==> config.mk <==
export PLATFORM = sky130hd
export DESIGN_NAME = pipe_ctrl
export DESIGN_NICKNAME = d
export VERILOG_FILES = /design/src/rtl/y86_pkg.sv /design/src/rtl/pipe_ctrl_sat_counter.sv /design/src/rtl/pipe_ctrl.sv
export SDC_FILE = /design/constraint.sdc
export NUM_CORES = 1
export LEC_CHECK = 0
export CAP_MARGIN = 20
export CELL_PAD_IN_SITES_DETAIL_PLACEMENT = 2
export CELL_PAD_IN_SITES_GLOBAL_PLACEMENT = 2
export CORE_ASPECT_RATIO = 0.7
export CORE_UTILIZATION = 28
export DETAILED_ROUTE_END_ITERATION = 6
export PLACE_DENSITY_LB_ADDON = 0.05
export SKIP_LAST_GASP = 1
export SLEW_MARGIN = 20
export SYNTH_ARGS = -nofsm -noshare
export SYNTH_HDL_FRONTEND = slang
export SYNTH_SLANG_ARGS = --single-unit
==> constraint.sdc <==
create_clock -name clk -period 2.6 [get_ports clk]
set_input_delay 0.39 -clock clk [delete_from_list [all_inputs] [get_ports clk]]
set_output_delay 0.39 -clock clk [all_outputs]
set_load 0.01 [all_outputs]
==> src/rtl/y86_pkg.sv <==
// Shared Y86-64 encodings: icodes, status codes, register sentinel, control FSM states.
package y86_pkg;

    localparam logic [3:0] I_HALT  = 4'h0;
    localparam logic [3:0] I_NOP   = 4'h1;
    localparam logic [3:0] I_CMOV  = 4'h2;
    localparam logic [3:0] I_IRMOV = 4'h3;
    localparam logic [3:0] I_RMMOV = 4'h4;
    localparam logic [3:0] I_MRMOV = 4'h5;
    localparam logic [3:0] I_OPQ   = 4'h6;
    localparam logic [3:0] I_JXX   = 4'h7;
    localparam logic [3:0] I_CALL  = 4'h8;
    localparam logic [3:0] I_RET   = 4'h9;
    localparam logic [3:0] I_PUSH  = 4'hA;
    localparam logic [3:0] I_POP   = 4'hB;

    localparam logic [1:0] S_INS = 2'b00;
    localparam logic [1:0] S_AOK = 2'b01;
    localparam logic [1:0] S_HLT = 2'b10;
    localparam logic [1:0] S_ADR = 2'b11;

    localparam logic [3:0] R_NONE = 4'hF;

    typedef enum logic [1:0] {
        RUN    = 2'd0,
        DRAIN  = 2'd1,
        HALTED = 2'd2
    } state_t;

endpackage

==> src/rtl/pipe_ctrl_sat_counter.sv <==
// Saturating up-counter: holds at all-ones instead of wrapping.
module sat_counter #(
    parameter int CNT_W = 32
) (
    input  logic             clk,
    input  logic             rst,
    input  logic             inc,
    output logic [CNT_W-1:0] q
);

    always_ff @(posedge clk) begin
        if (rst) begin
            q <= '0;
        end else if (inc && (q != {CNT_W{1'b1}})) begin
            q <= q + 1'b1;
        end
    end

endmodule

==> src/rtl/pipe_ctrl.sv <==
// Y86-64 pipeline hazard control with run/drain/halt sequencing and perf counters.
module pipe_ctrl
    import y86_pkg::*;
#(
    parameter int         CNT_W    = 32,
    parameter logic [3:0] NONE_REG = R_NONE
) (
    input  logic             clk,
    input  logic             rst,
    input  logic [3:0]       D_icode,
    input  logic [3:0]       d_srcA,
    input  logic [3:0]       d_srcB,
    input  logic [3:0]       E_icode,
    input  logic [3:0]       E_dstM,
    input  logic             e_Cnd,
    input  logic [3:0]       M_icode,
    input  logic [1:0]       m_stat,
    input  logic [3:0]       W_icode,
    input  logic [1:0]       W_stat,
    output logic             F_stall,
    output logic             D_stall,
    output logic             D_bubble,
    output logic             E_bubble,
    output logic             M_bubble,
    output logic             W_stall,
    output logic             set_cc,
    output logic             halted,
    output logic [1:0]       final_stat,
    output logic [CNT_W-1:0] cyc_cnt,
    output logic [CNT_W-1:0] ret_cnt,
    output logic [CNT_W-1:0] stall_cnt,
    output logic [CNT_W-1:0] bub_cnt
);

    state_t state_q, state_d;

    logic lu, rt, mp, xm, xw;
    logic frozen;

    assign lu = ((E_icode == I_MRMOV) || (E_icode == I_POP))
              && (E_dstM != NONE_REG)
              && ((E_dstM == d_srcA) || (E_dstM == d_srcB));
    assign rt = (D_icode == I_RET) || (E_icode == I_RET)
              || (M_icode == I_RET);
    assign mp = (E_icode == I_JXX) && !e_Cnd;
    assign xm = (m_stat != S_AOK);
    assign xw = (W_stat != S_AOK);

    assign frozen = (state_q == HALTED);

    always_ff @(posedge clk) begin
        if (rst) begin
            state_q    <= RUN;
            final_stat <= S_AOK;
        end else begin
            state_q <= state_d;
            if (!frozen && xw) begin
                final_stat <= W_stat;
            end
        end
    end

    always_comb begin
        state_d  = state_q;
        F_stall  = lu || rt;
        D_stall  = lu;
        D_bubble = mp || (rt && !lu);
        E_bubble = mp || lu;
        M_bubble = xm || xw;
        W_stall  = xw;
        set_cc   = (E_icode == I_OPQ) && !xm && !xw;
        halted   = 1'b0;
        case (state_q)
            RUN: begin
                if (xw) begin
                    state_d = HALTED;
                end else if (xm) begin
                    state_d = DRAIN;
                end
            end
            DRAIN: begin
                if (xw) begin
                    state_d = HALTED;
                end else if (!xm) begin
                    state_d = RUN;
                end
            end
            HALTED: begin
                state_d  = HALTED;
                F_stall  = 1'b1;
                D_stall  = 1'b1;
                D_bubble = 1'b0;
                E_bubble = 1'b1;
                M_bubble = 1'b1;
                W_stall  = 1'b1;
                set_cc   = 1'b0;
                halted   = 1'b1;
            end
            default: begin
                state_d = RUN;
            end
        endcase
    end

    logic inc_cyc, inc_ret, inc_stall, inc_bub;

    assign inc_cyc   = !frozen;
    // W_stall is already folded in: it is 1 whenever HALTED or W_stat is non-AOK
    assign inc_ret   = !frozen && (W_stat == S_AOK)
                     && (W_icode != I_NOP) && !W_stall;
    assign inc_stall = !frozen && lu;
    assign inc_bub   = !frozen && D_bubble && !lu;

    sat_counter #(.CNT_W(CNT_W)) u_cyc (
        .clk (clk),
        .rst (rst),
        .inc (inc_cyc),
        .q   (cyc_cnt)
    );

    sat_counter #(.CNT_W(CNT_W)) u_ret (
        .clk (clk),
        .rst (rst),
        .inc (inc_ret),
        .q   (ret_cnt)
    );

    sat_counter #(.CNT_W(CNT_W)) u_stall (
        .clk (clk),
        .rst (rst),
        .inc (inc_stall),
        .q   (stall_cnt)
    );

    sat_counter #(.CNT_W(CNT_W)) u_bub (
        .clk (clk),
        .rst (rst),
        .inc (inc_bub),
        .q   (bub_cnt)
    );

endmodule

### Word level (Yosys, flattened, before mapping)

Cells that the tools add are included.

* $add $sub $neg: 4
* reduce and logical (&&, ||, !) cells: 33
* equal/unequal tests: 22
* multiplexer cells: 13

Operator list (count)
* adder 32 x 1 -> 32 bit, second input constant: 4
* != test 32 bit, second input constant: 4
* logical AND 1 bit: 17
* == test 4 bit, second input constant: 4
* == test 4 x 3 -> 1 bit, second input constant: 3
* == test 4 bit: 2
* logical OR 1 bit: 8
* two-way mux 1 bit: 8
* two-way mux 2 bit: 4
* logical NOT 1 bit: 6
* != test 3 bit, second input constant: 2
* case mux 2 bit (3 select lines): 1
* == test 2 x 1 -> 1 bit, second input constant: 2
* != test 2 x 1 -> 1 bit, second input constant: 2
* != test 4 x 1 -> 1 bit, second input constant: 1
* != test 4 bit, second input constant: 1
* == test 2 bit, second input constant: 1
* logical NOT 2 bit: 1
* AND reduction 2 bit: 1

* register bits: 132
* bits of input ports: 35
* output and inout port bits: 138
* logic and storage cells: 78

### Longest topological paths before layout

* word-level depth: 11
* depth in mapped cells: 8
* mapped depth without buffers: 7

### By module

From an unflattened synthesis, not the netlist that was laid out.

* cell total of the unflattened synthesis: 847
* area total of the unflattened synthesis: 7083.0 um^2

Modules (own cells, without submodules)
* sat_counter: seq. area each 640.6 um^2, area an instance 1674.1 um^2, times used 4, cells an instance 199
* pipe_ctrl: seq. area each 80.1 um^2, area an instance 386.6 um^2, times used 1, cells an instance 51

### Worst setup path before layout

No wires, ideal clock.

* path type: register -> register
* start: register u_bub.q[2]
* end: register u_bub.q[23]
* stages on the path, launching flop included: 7
* arrival: 2188 ps
* library setup time: 121 ps
* required time: 2479 ps
* clock period less this slack: 2308 ps
* setup slack: 292 ps
* cells stage by stage: dfxtp_1 > nand3_1 > or3_1 > clkbuf_1 > a2111o_1 > nor4_1 > mux2_2

* longest elaborated chain between the ends: 2

Ends and longest elaborated chain
* from (decl): line pipe_ctrl_sat_counter.sv:8 `output logic [CNT_W-1:0] q`
* from (signal assigned): line pipe_ctrl_sat_counter.sv:15 `q <= q + 1'b1;`
* branches (longest 2 deep; another with adder 32 x 1 -> 32 bit)

Several ways; the timed one is not identified.
A chain may end at the register's enable or synchronous reset.

### Worst setup path after layout

* start: input port E_icode[0]
* end: output port D_bubble

* longest elaborated chain between the ends: 8

Ends and longest elaborated chain
* from (decl): line pipe_ctrl.sv:13 `input logic [3:0] E_icode,`
* == test 4 x 3 -> 1 bit or == test 4 bit (tied branches): line pipe_ctrl.sv:40 `assign lu = ((E_icode == I_MRMOV) || (E_icode == I_POP))`
* logical OR 1 bit: line pipe_ctrl.sv:40
* logical AND 1 bit: line pipe_ctrl.sv:41 `&& (E_dstM != NONE_REG)`
* logical AND 1 bit: line pipe_ctrl.sv:42 `&& ((E_dstM == d_srcA) || (E_dstM == d_srcB));`
* logical NOT 1 bit: line pipe_ctrl.sv:67 `D_bubble = mp || (rt && !lu);`
* logical AND 1 bit: line pipe_ctrl.sv:67
* logical OR 1 bit *: line pipe_ctrl.sv:67
* two-way mux 1 bit *: line pipe_ctrl.sv:73 `case (state_q)`
* to (decl): line pipe_ctrl.sv:22 `output logic D_bubble,`

Mark *: on every way between the ends. The rest lies on a longest branch, timed or not.

==> results.toml <==
[run_status]
outcome = "complete, no violations"

[critical_path]
critPathLaunchType = "primary input"
criticalPathCategory = "in2out"
crit_path_max_fanout = 4
cp.arrival_ns = 2.16
endpoint_kind = "output port"
crit_required_ns = 2.21

[placed_design]
dpl_worst_slack_ns = -0.621
dp_hpwl_um = 18700
gp_congestion = 0.809
placed_area_mm2 = 0.00934
dp_cells = 1367
port_buffers = 172

[drt]
drt_first_pass_iters = 4
ant_nets = 0
drt-total-wl_um = 25200
wl_per_cell_um = 18.0
post-route-drc-count = 0
drtIter0Drc = 210
num_vias = 7063
vias_per_cell = 5.05

[synth]
synth_cell_types = 53
syn_area_mm2 = 0.00669
ys.flop_type = "dfxtp_1"
synthCells = 827
ys_ff_latch = 132
synth_warnings = 0
synthArstFlopShare_pct = 0
yosys.area.top_type = "dfxtp_1"
synth_top_area_share_pct = 39.5
synth.net_count = 866
synthTopCellsByArea = "dfxtp_1 40%, nor2_1 6.2%, xor2_1 5.6%, nand3_1 5.0%, nand4_1 4.1%"
seq_area_frac_synth_pct = 39.5
avgSynthCellArea_um2 = 8.09
synth-edff-count = 0

[floorplanning]
die_area_mm2 = 0.0245
start_util_pct = 29.0
core-area_mm2 = 0.0230
dieWidth_um = 187
num_rows = 46
ioPinCount = 173
dieHeight_um = 131

[clock_tree]
cts.sinks = 132
root_buffer = "clkbuf_16"
cts_tree = "done"
htree_levels = 4
path_clk_slew_ns = 0.06
postCtsHoldBufs = 0
clk_path_buf_depth = 2
clk_latency_ns = 0.42
cts_buffers = 17

[sta]
hold_viol_final = 0
worst_clock_skew_ns = 0.00935
finalSetupTns_ns = 0
fin_crit_ns = 2.55
drv_slew = 0
post-route-period-util_pct = 98.1
timing.slew.headroom_pct = 49.2
timing.fmax_mhz = 392
hold_ws_ns = 0.383
finalSetupViolCount = 0
worstMarginPinSlew_ns = 0.758
setup_ws_ns = 0.0501

[pwr]
fin_total_pwr_mw = 4.79
ir_drop_mv = 0.464
power.density_mw_per_mm2 = 479
leakagePower_nw = 3.45

[global_routing]
antenna_found_initial = 0
grt_pass1_vias = 7567
grt_util_all_layers_pct = 20.8
grt_pass1_wl_um = 41100
grt-ovfl-total = 0
grt_max_degree = 54

[final_layout]
final_common_cell = "clkdlybuf4s50_1"
layout_common_cells = "164 x clkdlybuf4s50_1, 132 x dfxtp_1, 110 x nor2_1"
insertedDiodeCount = 0
area_delta_synth_final_pct = 49.4
layout-drive-gt1-share_pct = 14.2
layout.nets = 1116
final_cell_count_no_fill = 1400
final_core_util_pct = 43.4
fin_area_mm2 = 0.00999

[job]
maxCapViolations = 0

[worst_hold_path]
min_path_type = "in2reg"
[cells in the mapped netlist, drive strengths merged, types with 2 or more instances]
cell type,number
or2,7
a31o,2
o2111ai,3
mux2,16
nor4bb,3
o21ai,34
inv,21
nand2b,4
or4,14
buf,3
or3,35
and3,20
a31oi,3
and2,4
xor2,43
dfxtp,132
nor4,13
xnor2,26
clkbuf,25
nand4,45
ha,4
nor3,27
o211ai,3
nand3,67
mux2i,2
and4,9
nor2,111
nand2,54
a21oi,48
o31a,2
o31ai,10
nor2b,17
nand3b,6
[critical path, stage by stage]
cell             delay [ns]
clkdlybuf4s50_1        0.59
or3b_4                 0.42
a21o_1                 0.22
or2_4                  0.26
inv_1                  0.07
clkdlybuf4s15_2        0.22
[sequential cells by signal, indices dropped and copies added (netlist names)]
| name | cells |
|---|---|
| u_ret.q | 32 |
| u_bub.q | 32 |
| state_q | 2 |
| u_cyc.q | 32 |
| final_stat | 2 |
| u_stall.q | 32 |
[power breakdown]
part / internal, mW / switching (mW)
Clock: 1.53 / 0.896
Combinational: 0.155 / 0.158
Sequential: 2.04 / 0.0142
Total: 3.72 / 1.07
[worst paths after layout]
kind                    start             to  slack, ns  cells after the start
hold reg to reg    state_q[0]     state_q[1]       0.43                      1
setup reg to reg  u_bub.q[10]     u_bub.q[7]       0.18                      8
setup / recovery   E_icode[0]       D_bubble       0.05                      6
hold / removal            rst  u_stall.q[22]       0.38                      2
[layer usage]
| metal | up-vias | share of wire, % | track usage (%) |
|---|---|---|---|
| met5 | - | 0 | 0 |
| met4 | 0 | 0.65 | 4.69 |
| met3 | 12 | 4.0 | 4.83 |
| met2 | 108 | 47 | 34.2 |
| met1 | 3479 | 49 | 27.4 |
| li1 | 3464 | - | - |
[final cells by class]
cell class | instances | area [um2]
inverter | 22 | 82.6
tap | 312 | 390
fill | 2561 | 13000
clock inverter | 4 | 70.1
timing repair buffer | 259 | 2400
clock buffer | 26 | 509
sequential | 132 | 2640
multi-input combinational | 645 | 3890
[repair_timing]
item,4_1_cts,5_1_grt
pin swaps,3,3
resized for setup,13,8
endpoints found under the setup margin,5,13
buffers inserted,1,2
[cells by family (layout without fill, tap and decap cells)]
group           Yosys count  count (layout)  share of synthesized area [%]
buf+inv                  50             311                           2.99
flops                   132             132                           39.5
compound gates          114             114                           10.1
fa+ha+maj                 4               4                          0.748
xor+xnor                 69              69                           9.04
simple gates            440             440                           34.6
mux                      18              18                           2.99
Note: power is estimated with default switching activity, not from simulation.
